===== config.mk =====
export PLATFORM = sky130hd
export DESIGN_NAME = multicycle_ctrl
export DESIGN_NICKNAME = d
export VERILOG_FILES = /design/src/rtl/multicycle_ctrl.sv
export SDC_FILE = /design/constraint.sdc
export NUM_CORES = 1
export LEC_CHECK = 0
export ABC_AREA = 0
export CORE_ASPECT_RATIO = 0.75
export CORE_MARGIN = 3
export CORE_UTILIZATION = 38
export DETAILED_ROUTE_END_ITERATION = 12
export GPL_TIMING_DRIVEN = 0
export PLACE_DENSITY = 0.74
export SLEW_MARGIN = 20
export SYNTH_ARGS = -nofsm -noshare
export SYNTH_HDL_FRONTEND = slang
export SYNTH_SLANG_ARGS = --single-unit

===== constraint.sdc =====
create_clock -name clk -period 1.5 [get_ports clk]
set_input_delay 0.225 -clock clk [delete_from_list [all_inputs] [get_ports clk]]
set_output_delay 0.225 -clock clk [all_outputs]
set_load 0.005 [all_outputs]

===== src/rtl/multicycle_ctrl.sv =====
// multicycle_ctrl: main control FSM for a multicycle MIPS datapath with configurable memory stall cycles.
// Ports: clk, reset (sync, active-low); opcode/funct/zero from the datapath;
// pcen/irwrite/regwrite/memwrite write enables; alusrca/iord/memtoreg/regdst/alusrcb/pcsrc mux
// selects; alucontrol ALU operation. MEM_WAIT (0..15) adds stall cycles to FETCH, MEMRD, MEMWR.
// Optional macro BNE_EN adds a BNEEX state so bne is executed instead of treated as a no-op.
package mips_decls_p;
    typedef logic [5:0] opcode_t;
    typedef logic [5:0] funct_t;
    localparam opcode_t OP_RTYPE = 6'b000000;
    localparam opcode_t OP_LW    = 6'b100011;
    localparam opcode_t OP_SW    = 6'b101011;
    localparam opcode_t OP_BEQ   = 6'b000100;
    localparam opcode_t OP_BNE   = 6'b000101;
    localparam opcode_t OP_ADDI  = 6'b001000;
    localparam opcode_t OP_J     = 6'b000010;
    localparam funct_t  F_ADD    = 6'b100000;
    localparam funct_t  F_SUB    = 6'b100010;
    localparam funct_t  F_AND    = 6'b100100;
    localparam funct_t  F_OR     = 6'b100101;
    localparam funct_t  F_SLT    = 6'b101010;
endpackage

module multicycle_ctrl #(
    parameter int MEM_WAIT = 0
) (
    input  logic                  clk,
    input  logic                  reset,
    input  mips_decls_p::opcode_t opcode,
    input  mips_decls_p::funct_t  funct,
    input  logic                  zero,
    output logic                  pcen,
    output logic                  irwrite,
    output logic                  regwrite,
    output logic                  memwrite,
    output logic                  alusrca,
    output logic                  iord,
    output logic                  memtoreg,
    output logic                  regdst,
    output logic [1:0]            alusrcb,
    output logic [1:0]            pcsrc,
    output logic [2:0]            alucontrol
);
    import mips_decls_p::*;

    typedef enum logic [3:0] {
        FETCH, DECODE, MEMADR, MEMRD, MEMWB, MEMWR, RTYPEEX, RTYPEWB,
        BEQEX, ADDIEX, ADDIWB, JEX
`ifdef BNE_EN
        , BNEEX
`endif
    } state_t;

    state_t     state, state_next;
    logic [3:0] cnt;
    logic       done, waiting;
    logic       pcen_r, irwrite_r, regwrite_r, memwrite_r;

    // Stall states leave only on their last cycle, so the counter naturally
    // returns to 0 on every exit and is already 0 on entry.
    assign waiting = state inside {FETCH, MEMRD, MEMWR};
    assign done    = cnt == 4'(MEM_WAIT);

    always_ff @(posedge clk) begin
        if (!reset) begin
            state <= FETCH;
            cnt   <= '0;
        end else begin
            state <= state_next;
            cnt   <= (waiting && !done) ? cnt + 4'd1 : 4'd0;
        end
    end

    always_comb begin
        state_next = state;
        pcen_r     = 1'b0;
        irwrite_r  = 1'b0;
        regwrite_r = 1'b0;
        memwrite_r = 1'b0;
        alusrca    = 1'b0;
        iord       = 1'b0;
        memtoreg   = 1'b0;
        regdst     = 1'b0;
        alusrcb    = 2'b00;
        pcsrc      = 2'b00;
        alucontrol = 3'b000;
        case (state)
            FETCH: begin
                alusrcb    = 2'b01;
                alucontrol = 3'b010;
                irwrite_r  = done;
                pcen_r     = done;
                state_next = done ? DECODE : FETCH;
            end
            DECODE: begin
                alusrcb    = 2'b11;
                alucontrol = 3'b010;
                case (opcode)
                    OP_LW, OP_SW: state_next = MEMADR;
                    OP_RTYPE:     state_next = RTYPEEX;
                    OP_BEQ:       state_next = BEQEX;
                    OP_ADDI:      state_next = ADDIEX;
                    OP_J:         state_next = JEX;
`ifdef BNE_EN
                    OP_BNE:       state_next = BNEEX;
`endif
                    default:      state_next = FETCH;
                endcase
            end
            MEMADR: begin
                alusrca    = 1'b1;
                alusrcb    = 2'b10;
                alucontrol = 3'b010;
                state_next = (opcode == OP_SW) ? MEMWR : MEMRD;
            end
            MEMRD: begin
                iord       = 1'b1;
                state_next = done ? MEMWB : MEMRD;
            end
            MEMWB: begin
                regwrite_r = 1'b1;
                memtoreg   = 1'b1;
                state_next = FETCH;
            end
            MEMWR: begin
                iord       = 1'b1;
                memwrite_r = done;
                state_next = done ? FETCH : MEMWR;
            end
            RTYPEEX: begin
                alusrca    = 1'b1;
                alucontrol = (funct == F_SUB) ? 3'b110 :
                             (funct == F_AND) ? 3'b000 :
                             (funct == F_OR)  ? 3'b001 :
                             (funct == F_SLT) ? 3'b111 : 3'b010;
                state_next = RTYPEWB;
            end
            RTYPEWB: begin
                regwrite_r = 1'b1;
                regdst     = 1'b1;
                state_next = FETCH;
            end
            BEQEX: begin
                alusrca    = 1'b1;
                alucontrol = 3'b110;
                pcsrc      = 2'b01;
                pcen_r     = zero;
                state_next = FETCH;
            end
`ifdef BNE_EN
            BNEEX: begin
                alusrca    = 1'b1;
                alucontrol = 3'b110;
                pcsrc      = 2'b01;
                pcen_r     = ~zero;
                state_next = FETCH;
            end
`endif
            ADDIEX: begin
                alusrca    = 1'b1;
                alusrcb    = 2'b10;
                alucontrol = 3'b010;
                state_next = ADDIWB;
            end
            ADDIWB: begin
                regwrite_r = 1'b1;
                state_next = FETCH;
            end
            JEX: begin
                pcsrc      = 2'b10;
                pcen_r     = 1'b1;
                state_next = FETCH;
            end
            default: state_next = FETCH;
        endcase
    end

    // Reset gates the enables combinationally so nothing is written while it is held.
    assign pcen     = pcen_r & reset;
    assign irwrite  = irwrite_r & reset;
    assign regwrite = regwrite_r & reset;
    assign memwrite = memwrite_r & reset;
endmodule

==> flow_summary.ini, run 1 <==
[run_status]
status = finished, violations left
violations = setup timing

[sta]
period_share = 1.320
relSlewSlack = 0.7055
fin_ws_ps = -479.6
finalCriticalPeriod_ps = 1980
fmax_ghz = 0.5052
worstMarginPinSlew_ps = 441.8
rsz0062_at_grt = true
clock_skew_ps = 7.942
finalSetupViolCount = 11
finalMaxSlewViolations = 0
hold_violations = 0

[cells_and_area]
fin_nets = 174
final_area_um2 = 1441
diodes = 0
layout-drive-gt1-share = 0.4839
syn_to_final_growth_pct = 88.24
postLayoutCoreUtil = 0.7912

[grt]
grt_overflow = 0
grt_pass1_wl_mm = 4.257
grt_pass1_vias = 932
grt_max_degree = 11
antenna_found_initial = 0
grt.total_usage = 0.2100

[cts]
cts_root_buf = clkbuf_4
numCtsBuffers = 3
cts_htree_levels = 1
cts_tree = done
clock_latency_ps = 250
clock-sinks = 8
cts.reportedPaths.clkPinSlew_ps = 60
ctsHoldBuffers = 0
clk_path_buf_depth = 2

[yosys]
yosysWarnings = 0
synth_edf_count = 0
synth_area_um2 = 765.7
yosysUniqueCellTypes = 37
yosys.area.top_type = dfxtp_1
post-synth-top-count-cell = nor2_1
synth_nets = 121
synthTopCellsByCount = nor2_1 (14), dfxtp_1 (8), nand2_1 (7)
ys_seq_area_frac = 0.2092
synth_seq_cells = 8
synthCells = 104
synth-main-ff-cell = dfxtp_1
synth_top_area_share = 0.2092
avgSynthCellArea_um2 = 7.363
netlist_top_cells_area = dfxtp_1 (21%), nor2_1 (6.9%), xor2_1 (5.7%)
synthArstFlopShare = 0

[pwr]
p_clk_frac = 0.279
fin_total_pwr_w = 0.0005752
p_sw_frac = 0.2957
p_seq_frac = 0.374
powerDensity_nw_per_um2 = 399.0
ir_drop_mv = 0.5190
p_leak_nw = 0.6228
switchingPower_w = 0.0001700
internal_power_w = 0.0004051
combPwrFrac = 0.347

[hold_path]
hp-class = in -> reg
min_path_cells = 4

[worst_setup_path]
slowest_delay_ps = 350
rr_worst_depth = 7
path_max_fanout = 2
critPathBufInv = 2
crit_chain = inv_2 -> ha_4 -> nor3b_2 -> nand2_1 -> nor4b_1 -> clkdlybuf4s15_1
arrival_ps = 1750
crit_required_ps = 1270
critPathSlowestCell = nor4b_1
critical-path-top-delay-family = simple AND/OR/NAND/NOR gates
crit_cells = 6
worst_setup_path_end_kind = output port
path_class = reg -> out
cp-start-kind = flip-flop

[job]
cap_viol_max_count = 0

[placement]
dp_hpwl_mm = 1.631
portBuffers = 29
placed_area_um2 = 1089
gp_congestion = 0.8280

[routing]
firstDrtPassIters = 4
drt-wirelength-per-cell_um = 18.07
postRouteAntennaNets = 0
totalWireLength_mm = 3.198
first_iter_violations = 49
drc = 0
via_per_inst = 6.040
route.vias.total = 1069

[floorplanning]
core_region_area_um2 = 1822
ioPinCount = 30
fp-row-count = 13
dieArea_um2 = 2595
die_x_um = 57.84
start_util = 0.4203
die_y_um = 44.88
[worst reg2reg max path: stages, from the launching register on]
cell and delay (ps):
dfxtp_2 330, inv_2 70, ha_4 130, or3b_4 390, buf_4 170, or3_1 320, o211a_1 140, o32ai_1 190
[kinds of logic (layout without fill, tap and decap cells)]
family,Yosys count,in the layout,share of synthesized area
fa+ha+maj,2,2,0.03267
flops,8,8,0.2091
buf+inv,11,62,0.07842
compound gates,20,20,0.1797
mux,1,1,0.01307
xor+xnor,6,6,0.06863
simple gates,56,56,0.4183
[placed cells by master (no fill, tap or decap), types with 4 or more instances in the layout]
cell             instances
nand2_1                  4
nand3_1                  5
buf_6                    6
buf_2                    9
nand4_1                  4
dlymetal6s2s_1           4
buf_4                   16
nor2_1                   8
xor2_1                   5
clkdlybuf4s50_1         10
[final cells by class]
class,instances,area [µm²]
well taps,22,27.53
clock buffers,3,22.52
repair buffers,48,401.6
inverters,6,27.53
flip-flops and latches,8,175.2
plain buffers,5,63.81
fillers,106,380.4
multi-input cells,85,723.2
[power by group through the flow]
stage	combinational, W	sequential (W)	clock (W)
after floorplan	0.0000662	0.000223	0
after global placement	0.000140	0.000224	0
after detailed placement	0.000143	0.000224	0
after CTS	0.000164	0.000215	0.000166
after global routing	0.000212	0.000215	0.000185
final	0.000199	0.000215	0.000160
[per-stage QoR]
stage / std cells / TNS (ps) / hold WS [ps] / worst slack (ps)
floorplan: 104 / -102.3 / 321.3 / -79.35
detailed placement: 155 / -4312 / 460.1 / -594.5
CTS: 169 / -1528 / 516.3 / -343.5
finish: 177 / -2136 / 480.5 / -479.6
global route: 177 / -3037 / 510.8 / -514.9
global placement: 155 / -4181 / 453.2 / -571.4
[sequential cells by signal, indices dropped and copies added (netlist names)]
name,count
state,4
cnt,4
[what timing repair did]
| item | 4_1_cts | 5_1_grt |
|---|---|---|
| setup buffers | 11 | 8 |
| hold endpoints to repair | 0 | 0 |
| endpoints found under the setup margin | 19 | 15 |
| gates resized for setup | 80 | 37 |
| pin swaps | 15 | 12 |
[metal layers]
layer	up-vias	track usage	wire [µm]
met5	-	0	0
met4	0	0.02778	102
met3	16	0.05714	305
met2	77	0.3761	1492
met1	492	0.2608	1297
li1	484	-	-
[path summary, 6_finish.rpt]
check	start	end	slack, ps
min	opcode[5]	state[3]$_SDFF_PN0_	480
max reg2reg	cnt[1]$_SDFF_PN0_	state[2]$_SDFF_PN0_	-350
max	cnt[1]$_SDFF_PN0_	irwrite	-480
min reg2reg	cnt[0]$_SDFF_PN0_	cnt[0]$_SDFF_PN0_	540
(Power assumes the default switching activity.)
==> run 2: changes to the inputs <==
--- a/config.mk
+++ b/config.mk
@@ -6,9 +6,10 @@
 export NUM_CORES = 1
 export LEC_CHECK = 0
 export ABC_AREA = 0
-export CORE_ASPECT_RATIO = 0.75
+export CAP_MARGIN = 20
 export CORE_MARGIN = 3
 export CORE_UTILIZATION = 38
+export CTS_CLUSTER_SIZE = 40
 export DETAILED_ROUTE_END_ITERATION = 12
 export GPL_TIMING_DRIVEN = 0
 export PLACE_DENSITY = 0.74
==> flow_summary.ini, run 2 (synthesized netlist as in run 1, its figures left out) <==
[cts]
clock_latency_ps = 260
numCtsBuffers = 3
clock-sinks = 8
cts_root_buf = clkbuf_4
cts_htree_levels = 1
cts.reportedPaths.clkPinSlew_ps = 60
clk_path_buf_depth = 2
cts_tree = done

[floorplanning]
ioPinCount = 30
core_region_area_um2 = 1821
start_util = 0.4206
die_x_um = 50.89
dieArea_um2 = 2590
die_y_um = 50.89
fp-row-count = 15

[cells_and_area]
final_cells = 183
multiInputGateArea_um2 = 701.9
final_cell_mix = buf_4 (15), clkdlybuf4s50_1 (14), nor2_1 (11)
mostFrequentLayoutCell = buf_4
syn_to_final_growth_pct = 92.97
fin_nets = 177
register_area_um2 = 175.2
fill_cells = 98
largestRegisters = cnt x4, state x4
layout-drive-gt1-share = 0.5000
diodes = 0

[grt]
grt_pass1_vias = 962
grt_max_degree = 11
antenna_found_initial = 0
grt_pass1_wl_mm = 4.402
grt.total_usage = 0.2200
grt_overflow = 0

[routing]
drt-wirelength-per-cell_um = 18.19
drc = 0
firstDrtPassIters = 4
via_per_inst = 5.902
route.vias.total = 1080
totalWireLength_mm = 3.329
first_iter_violations = 32
postRouteAntennaNets = 0

[sta]
finalSetupViolCount = 13
finalMaxSlewViolations = 0
fin_ws_ps = -366.9
period_share = 1.245
finalCriticalPeriod_ps = 1867
relSlewSlack = 0.6658
worstMarginPinSlew_ps = 501.3
rsz0062_at_grt = true
fmax_ghz = 0.5356
clock_skew_ps = 12.42
hold_violations = 0

[worst_setup_path]
crit_chain = inv_2 -> ha_4 -> or3b_4 -> o21ai_2 -> a2bb2oi_2 -> nor3b_2 -> buf_2
slowest_delay_ps = 380
crit_required_ps = 1270
arrival_ps = 1640
path_class = reg -> out
critPathSlowestCell = or3b_4
critPathBufInv = 2
path_max_fanout = 2
critical-path-top-delay-family = simple AND/OR/NAND/NOR gates
worst_setup_path_end_kind = output port
cp-start-kind = flip-flop

[pwr]
powerDensity_nw_per_um2 = 397.6
p_leak_nw = 0.6140
ir_drop_mv = 0.5617
fin_total_pwr_w = 0.0005875

[placement]
gp_congestion = 0.8136
portBuffers = 29
dp_hpwl_mm = 1.682
dp_cells = 158

[job]
cap_viol_max_count = 0

[hold_path]
hp-class = reg -> reg

[run_status]
violations = setup timing
status = finished, violations left
==> run 2: worst reg2reg max path, cell delays in order, from the launching register on <==
cell and delay [ps]:
dfxtp_2 330, inv_2 60, ha_4 120, or3b_4 380, buf_4 160, or3_1 320, o211a_1 150, o32ai_2 220
==> run 2: where the power goes <==
group / internal [W] / switching [W]
registers: 0.000213 / 0.00000343
logic: 0.000112 / 0.0000927
clock network: 0.0000917 / 0.0000747
==> run 2: area by class of cell <==
| class | instances | area share |
|---|---|---|
| Buffer | 5 | 0.05504 |
| Clock buffer | 3 | 0.01524 |
| Inverter | 6 | 0.01524 |
| Multi-Input combinational cell | 85 | 0.4750 |
| Sequential cell | 8 | 0.1185 |
| Tap cell | 25 | 0.02117 |
| Timing Repair Buffer | 51 | 0.2997 |
==> run 2: routing by layer <==
metal,routed length [µm],part of all wire,global-route usage,vias to the layer above
li1,-,-,-,491
met1,1400,0.42,0.2701,517
met2,1582,0.48,0.3957,57
met3,208,0.062,0.03207,15
met4,138,0.041,0.06278,0
met5,0,0,0,-
==> run 2: path summary, 6_finish.rpt <==
kind / startpoint / endpoint / slack, ps / cells after the start
setup / recovery: cnt[0]$_SDFF_PN0_ / pcen / -370 / 7
hold / removal: cnt[0]$_SDFF_PN0_ / cnt[0]$_SDFF_PN0_ / 560 / 2
setup reg to reg: cnt[0]$_SDFF_PN0_ / state[2]$_SDFF_PN0_ / -350 / 7
hold reg to reg: cnt[0]$_SDFF_PN0_ / cnt[0]$_SDFF_PN0_ / 560 / 2
==> run 2: per-stage QoR <==
step	setup WS, ps	hold slack [ps]	area, µm²	setup TNS, ps	util
after floorplan	-79.35	321.3	770.7	-102.3	-
after global placement	-589.3	447.3	1092	-4124	0.6000
after detailed placement	-628.3	458.7	1092	-4605	0.6000
after CTS	-354.6	514.1	1354	-2113	0.7436
after global routing	-444.8	563.1	1478	-3477	0.8117
final	-366.9	557.0	1478	-2425	0.8117
==> run 2: timing repair <==
action                     in CTS  in global routing
setup endpoints to repair      18                 18
pin swaps                      15                 11
resized for setup              84                 28
gates cloned                    0                  0
hold buffers                    0                  0
setup buffers                  16                  6
==> run 3: changes to the inputs <==
--- a/config.mk
+++ b/config.mk
@@ -5,10 +5,9 @@
 export SDC_FILE = /design/constraint.sdc
 export NUM_CORES = 1
 export LEC_CHECK = 0
-export ABC_AREA = 0
 export CAP_MARGIN = 20
 export CORE_MARGIN = 3
-export CORE_UTILIZATION = 38
+export CORE_UTILIZATION = 40
 export CTS_CLUSTER_SIZE = 40
 export DETAILED_ROUTE_END_ITERATION = 12
 export GPL_TIMING_DRIVEN = 0
==> constraint.sdc (replaced) <==
create_clock -name clk -period 1.8 [get_ports clk]
set_input_delay 0.27 -clock clk [delete_from_list [all_inputs] [get_ports clk]]
set_output_delay 0.27 -clock clk [all_outputs]
set_load 0.005 [all_outputs]
==> flow_summary.ini, run 3 (synthesized netlist as in run 1, its figures left out) <==
[floorplanning]
start_util = 0.4340
ioPinCount = 30
core_region_area_um2 = 1764
dieArea_um2 = 2476
die_x_um = 49.76
fp-row-count = 15
die_y_um = 49.76

[sta]
fmax_ghz = 0.5194
finalCriticalPeriod_ps = 1925
hold_violations = 0
rsz0062_at_grt = true
clock_skew_ps = 0.6832
period_share = 1.070
tns_ps = -134.6
finalSetupViolCount = 3
fin_ws_ps = -125.3
relSlewSlack = 0.6663
finalMaxSlewViolations = 0
holdWs_ps = 432.9
worstMarginPinSlew_ps = 500.5

[cts]
numCtsBuffers = 3
cts_root_buf = clkbuf_4
ctsHoldBuffers = 0
clock-sinks = 8
cts.reportedPaths.clkPinSlew_ps = 50
cts_htree_levels = 1
clk_path_buf_depth = 2
cts_tree = done
clock_latency_ps = 240

[grt]
grt_max_degree = 11
grt_overflow = 0
grt.total_usage = 0.1936
antenna_found_initial = 0
grt_pass1_vias = 906
grt_pass1_wl_mm = 3.864

[job]
cap_viol_max_count = 0

[pwr]
powerDensity_nw_per_um2 = 348.0
ir_drop_mv = 0.4003
p_leak_nw = 0.5620

[placement]
dp_hpwl_mm = 1.669
gp_congestion = 0.8013
portBuffers = 29
placed_area_um2 = 1087

[run_status]
status = finished, violations left
violations = setup timing

[cells_and_area]
final_area_um2 = 1343
final_cell_mix = clkdlybuf4s50_1 (17), buf_4 (15), nor2_1 (12)
diodes = 0
largestRegisters = cnt x4, state x4
layout-drive-gt1-share = 0.3510
fill_cells = 140
fin_nets = 170
syn_to_final_growth_pct = 75.33
mostFrequentLayoutCell = clkdlybuf4s50_1

[routing]
drc = 0
route.vias.total = 993
firstDrtPassIters = 4
postRouteAntennaNets = 0
first_iter_violations = 33
totalWireLength_mm = 2.705
drt-wirelength-per-cell_um = 15.37
via_per_inst = 5.642

[worst_setup_path]
rr_worst_depth = 7
cp-start-kind = flip-flop
path_max_fanout = 3
cp-startpoint = cnt[0]$_SDFF_PN0_
arrival_ps = 1660
path_class = reg -> out
r2r_start = cnt[0]$_SDFF_PN0_
slowest_delay_ps = 390
cp-endpoint = pcen
r2r_slack_ps = 0
r2r-end = state[2]$_SDFF_PN0_
worst_setup_path_end_kind = output port
crit_required_ps = 1530
crit_chain = inv_2 -> ha_4 -> or3b_4 -> o21ai_2 -> a2bb2oi_2 -> nor3b_2 -> buf_2
critPathSlowestCell = or3b_4

[hold_path]
hp-class = reg -> reg
[run 3: worst min path at each step]
stage / startpoint / endpoint / slack (ps) / cells past startpoint
after floorplan: opcode[2] / state[2]$_SDFF_PN0_ / 370 / 1
after global placement: cnt[0]$_SDFF_PN0_ / cnt[0]$_SDFF_PN0_ / 450 / 1
after detailed placement: cnt[0]$_SDFF_PN0_ / cnt[0]$_SDFF_PN0_ / 460 / 1
after CTS: cnt[0]$_SDFF_PN0_ / cnt[0]$_SDFF_PN0_ / 430 / 1
after global routing: cnt[0]$_SDFF_PN0_ / cnt[0]$_SDFF_PN0_ / 440 / 1
final: cnt[0]$_SDFF_PN0_ / cnt[0]$_SDFF_PN0_ / 430 / 1
[run 3: per-layer routing]
metal / vias to the layer above / GRT usage / routed length, µm
met5: - / 0 / 0
met3: 9 / 0.02719 / 160
met4: 0 / 0.07834 / 53
met1: 470 / 0.2251 / 1158
met2: 40 / 0.3502 / 1332
li1: 474 / - / -
[run 3: repair_timing]
| action | 4_1_cts | 5_1_grt |
|---|---|---|
| endpoints found under the setup margin | 13 | 10 |
| pin swaps | 5 | 7 |
| gates resized for setup | 46 | 19 |
| hold endpoints to repair | 0 | 0 |
| setup buffers | 7 | 8 |
[run 3: where the power goes]
group	total (W)	switching (W)	internal [W]
registers	0.000182	0.00000340	0.000179
logic	0.000156	0.0000672	0.0000884
clock network	0.000129	0.0000536	0.0000758
total	0.000467	0.000124	0.000343
[run 3: area by class of cell]
class | count | area, µm² | share of cell area
Multi-Input combinational cell | 85 | 650.6 | 0.4846
Timing Repair Buffer | 44 | 384.1 | 0.2861
Sequential cell | 8 | 171.4 | 0.1277
Buffer | 5 | 60.06 | 0.04473
Tap cell | 25 | 31.28 | 0.02330
Clock buffer | 3 | 22.52 | 0.01678
Inverter | 6 | 22.52 | 0.01678
[run 3: worst max-delay path: cells and delay by family (launching register included)]
family | cells | cell delay [ps]
and+or+nand+nor | 2 | 540
adders and majority gates | 1 | 120
DFF | 1 | 330
buffers and inverters | 2 | 190
AOI/OAI and AO/OA | 2 | 230
[run 3: through the flow]
stage               utilization  std cells  setup slack (ps)  total power (W)
CTS                      0.6879        168            -190.0        0.0004437
finish                   0.7610        176            -125.3        0.0004672
detailed placement       0.6163        158            -380.2        0.0003052
global route             0.7610        176            -194.0        0.0004892
global placement         0.6163        158            -342.9        0.0003028
floorplan                     -        104             216.1        0.0002401
==> patch: new RTL, settings of run 2 <==
Register the outputs `pcen`, `irwrite`, `regwrite` and `memwrite`; this adds one clock of latency there. The other outputs are not delayed to match.
--- a/src/rtl/multicycle_ctrl.sv
+++ b/src/rtl/multicycle_ctrl.sv
@@ -175,8 +175,10 @@
     end
 
     // Reset gates the enables combinationally so nothing is written while it is held.
-    assign pcen     = pcen_r & reset;
-    assign irwrite  = irwrite_r & reset;
-    assign regwrite = regwrite_r & reset;
-    assign memwrite = memwrite_r & reset;
+    always_ff @(posedge clk) begin
+        pcen     <= pcen_r & reset;
+        irwrite  <= irwrite_r & reset;
+        regwrite <= regwrite_r & reset;
+        memwrite <= memwrite_r & reset;
+    end
 endmodule
Check against the original RTL: not equivalent (Yosys sat finds a counterexample within 4 cycles, from zero or initial values and one cycle with reset low).
==> patch against run 2 <==
- the flow still finishes with violations (negative setup slack)
- sequential cell count up 4
- routed wire length fell by 8.6%
- sequential share of layout area rose by 4.5 points
- non-clock buffer count rose by 3
- design area up 6.5%
- worst setup slack better by 0.34 ns
- area after synthesis is 19% higher
- total power rose by 26%
- critical endpoint is now alucontrol[1]
- highest routed layer unchanged
==> patch: results <==
[clock_tree]
clkLatencyLatePin_ns = 0.27

[power]
p_comb_share_pct = 28.8
p_int_uw = 535
fin_total_pwr_uw = 743
pwr-share-clk_pct = 26.7
leakagePower_uw = 0.000619

[synth]
netlist_top_cells_count = "nor2_1 (17), dfxtp_1 (12), a21oi_1 (7), nand2b_1 (7)"
synthTopCellsByArea = "dfxtp_1 (26%), nor2_1 (7.0%), nand2b_1 (4.8%), a21oi_1 (3.8%), xor2_1 (3.8%)"
ys_types = 41
synth_cells = 117
yosysWarnings = 0
synth-seq-area-share_pct = 26.4

[global_routing]
grt_pass1_vias = 1038
grt_pass1_wl_um = 4640
track_usage_pct = 20.8

[cells_and_area]
fin_cells = 199
nets = 190
fillers = 167
drive_gt1_share_pct = 45.0

[hold_path]
hold_depth = 2
hp-start = "state[2]"
hold_end = "irwrite"

[outcome]
violations = "negative setup slack"
outcome = "finished with violations"

[detailed_routing]
wl_per_cell_um = 15.3
dr.first_iter.drc_count = 23
route.vias.total = 1109
dr.pass1.iters = 5

[worst_setup_path]
worst_path_max_delay_cell = "dfxtp_4"
timing.rr.start = "state[2]"
cp_top_family = "flip-flops"
worstPathMaxFanout = 10
rr_endpoint = "cnt[0]"
r2r_slack_ns = 0.03

[placed_design]
hpwl_um = 1770
placed_area_mm2 = 0.00124
gp_congestion = 0.814

[timing]
relSlewSlack_pct = 78.0
whs_ns = 0.559
finClkSkew_ns = 0.000419
setup_viol = 5
fin_ws_ns = -0.0299
## patch: worst max-delay path by stage
stage                  start  slack, ns  cells after the start             to
floorplan             cnt[0]       0.04                      7       state[2]
global placement    funct[5]      -0.42                      5  alucontrol[0]
detailed placement  funct[5]      -0.47                      5  alucontrol[0]
CTS                 state[2]      -0.06                      5           iord
global route        state[2]      -0.08                      6  alucontrol[2]
finish              state[3]      -0.03                      4  alucontrol[1]
## patch: cell families (layout without fill, tap and decap cells)
family          count (synthesis)  count (layout)  synth area share [%]
compound gates                 27              27                  20.5
xor+xnor                        6               6                  5.77
fa+ha+maj                       2               2                  2.75
buf+inv                        13              67                  7.69
flops                          12              12                  26.4
mux                             2               2                  2.20
simple gates                   55              55                  34.8
## patch: through the flow
stage / setup TNS, ns / setup slack (ns)
after floorplan: 0 / 0.0377
after global routing: -0.390 / -0.0823
final: -0.0935 / -0.0299
after detailed placement: -3.37 / -0.474
after global placement: -3.07 / -0.421
after CTS: -0.107 / -0.0577
## patch: metal layers
layer | part of all wire, % | GRT usage, % | up-vias
met2 | 50 | 35.0 | 49
met4 | 0.46 | 4.45 | 0
met1 | 43 | 26.2 | 535
li1 | - | - | 523
met5 | 0 | 0 | -
met3 | 6.3 | 5.90 | 2
## patch: cell type report
class	instances	area (um^2)	share of cell area (%)
plain buffers	5	63.8	4.05
clock buffers	3	22.5	1.43
inverters	5	18.8	1.19
multi-input cells	92	722	45.9
flip-flops and latches	12	258	16.4
well taps	28	35.0	2.23
repair buffers	54	454	28.9
## patch: repair_timing
action | in CTS | in global routing
hold endpoints to repair | 0 | 0
pin swaps | 6 | 17
cloned | 0 | 0
buffers inserted | 17 | 9
setup endpoints to repair | 14 | 13
resized for setup | 80 | 18
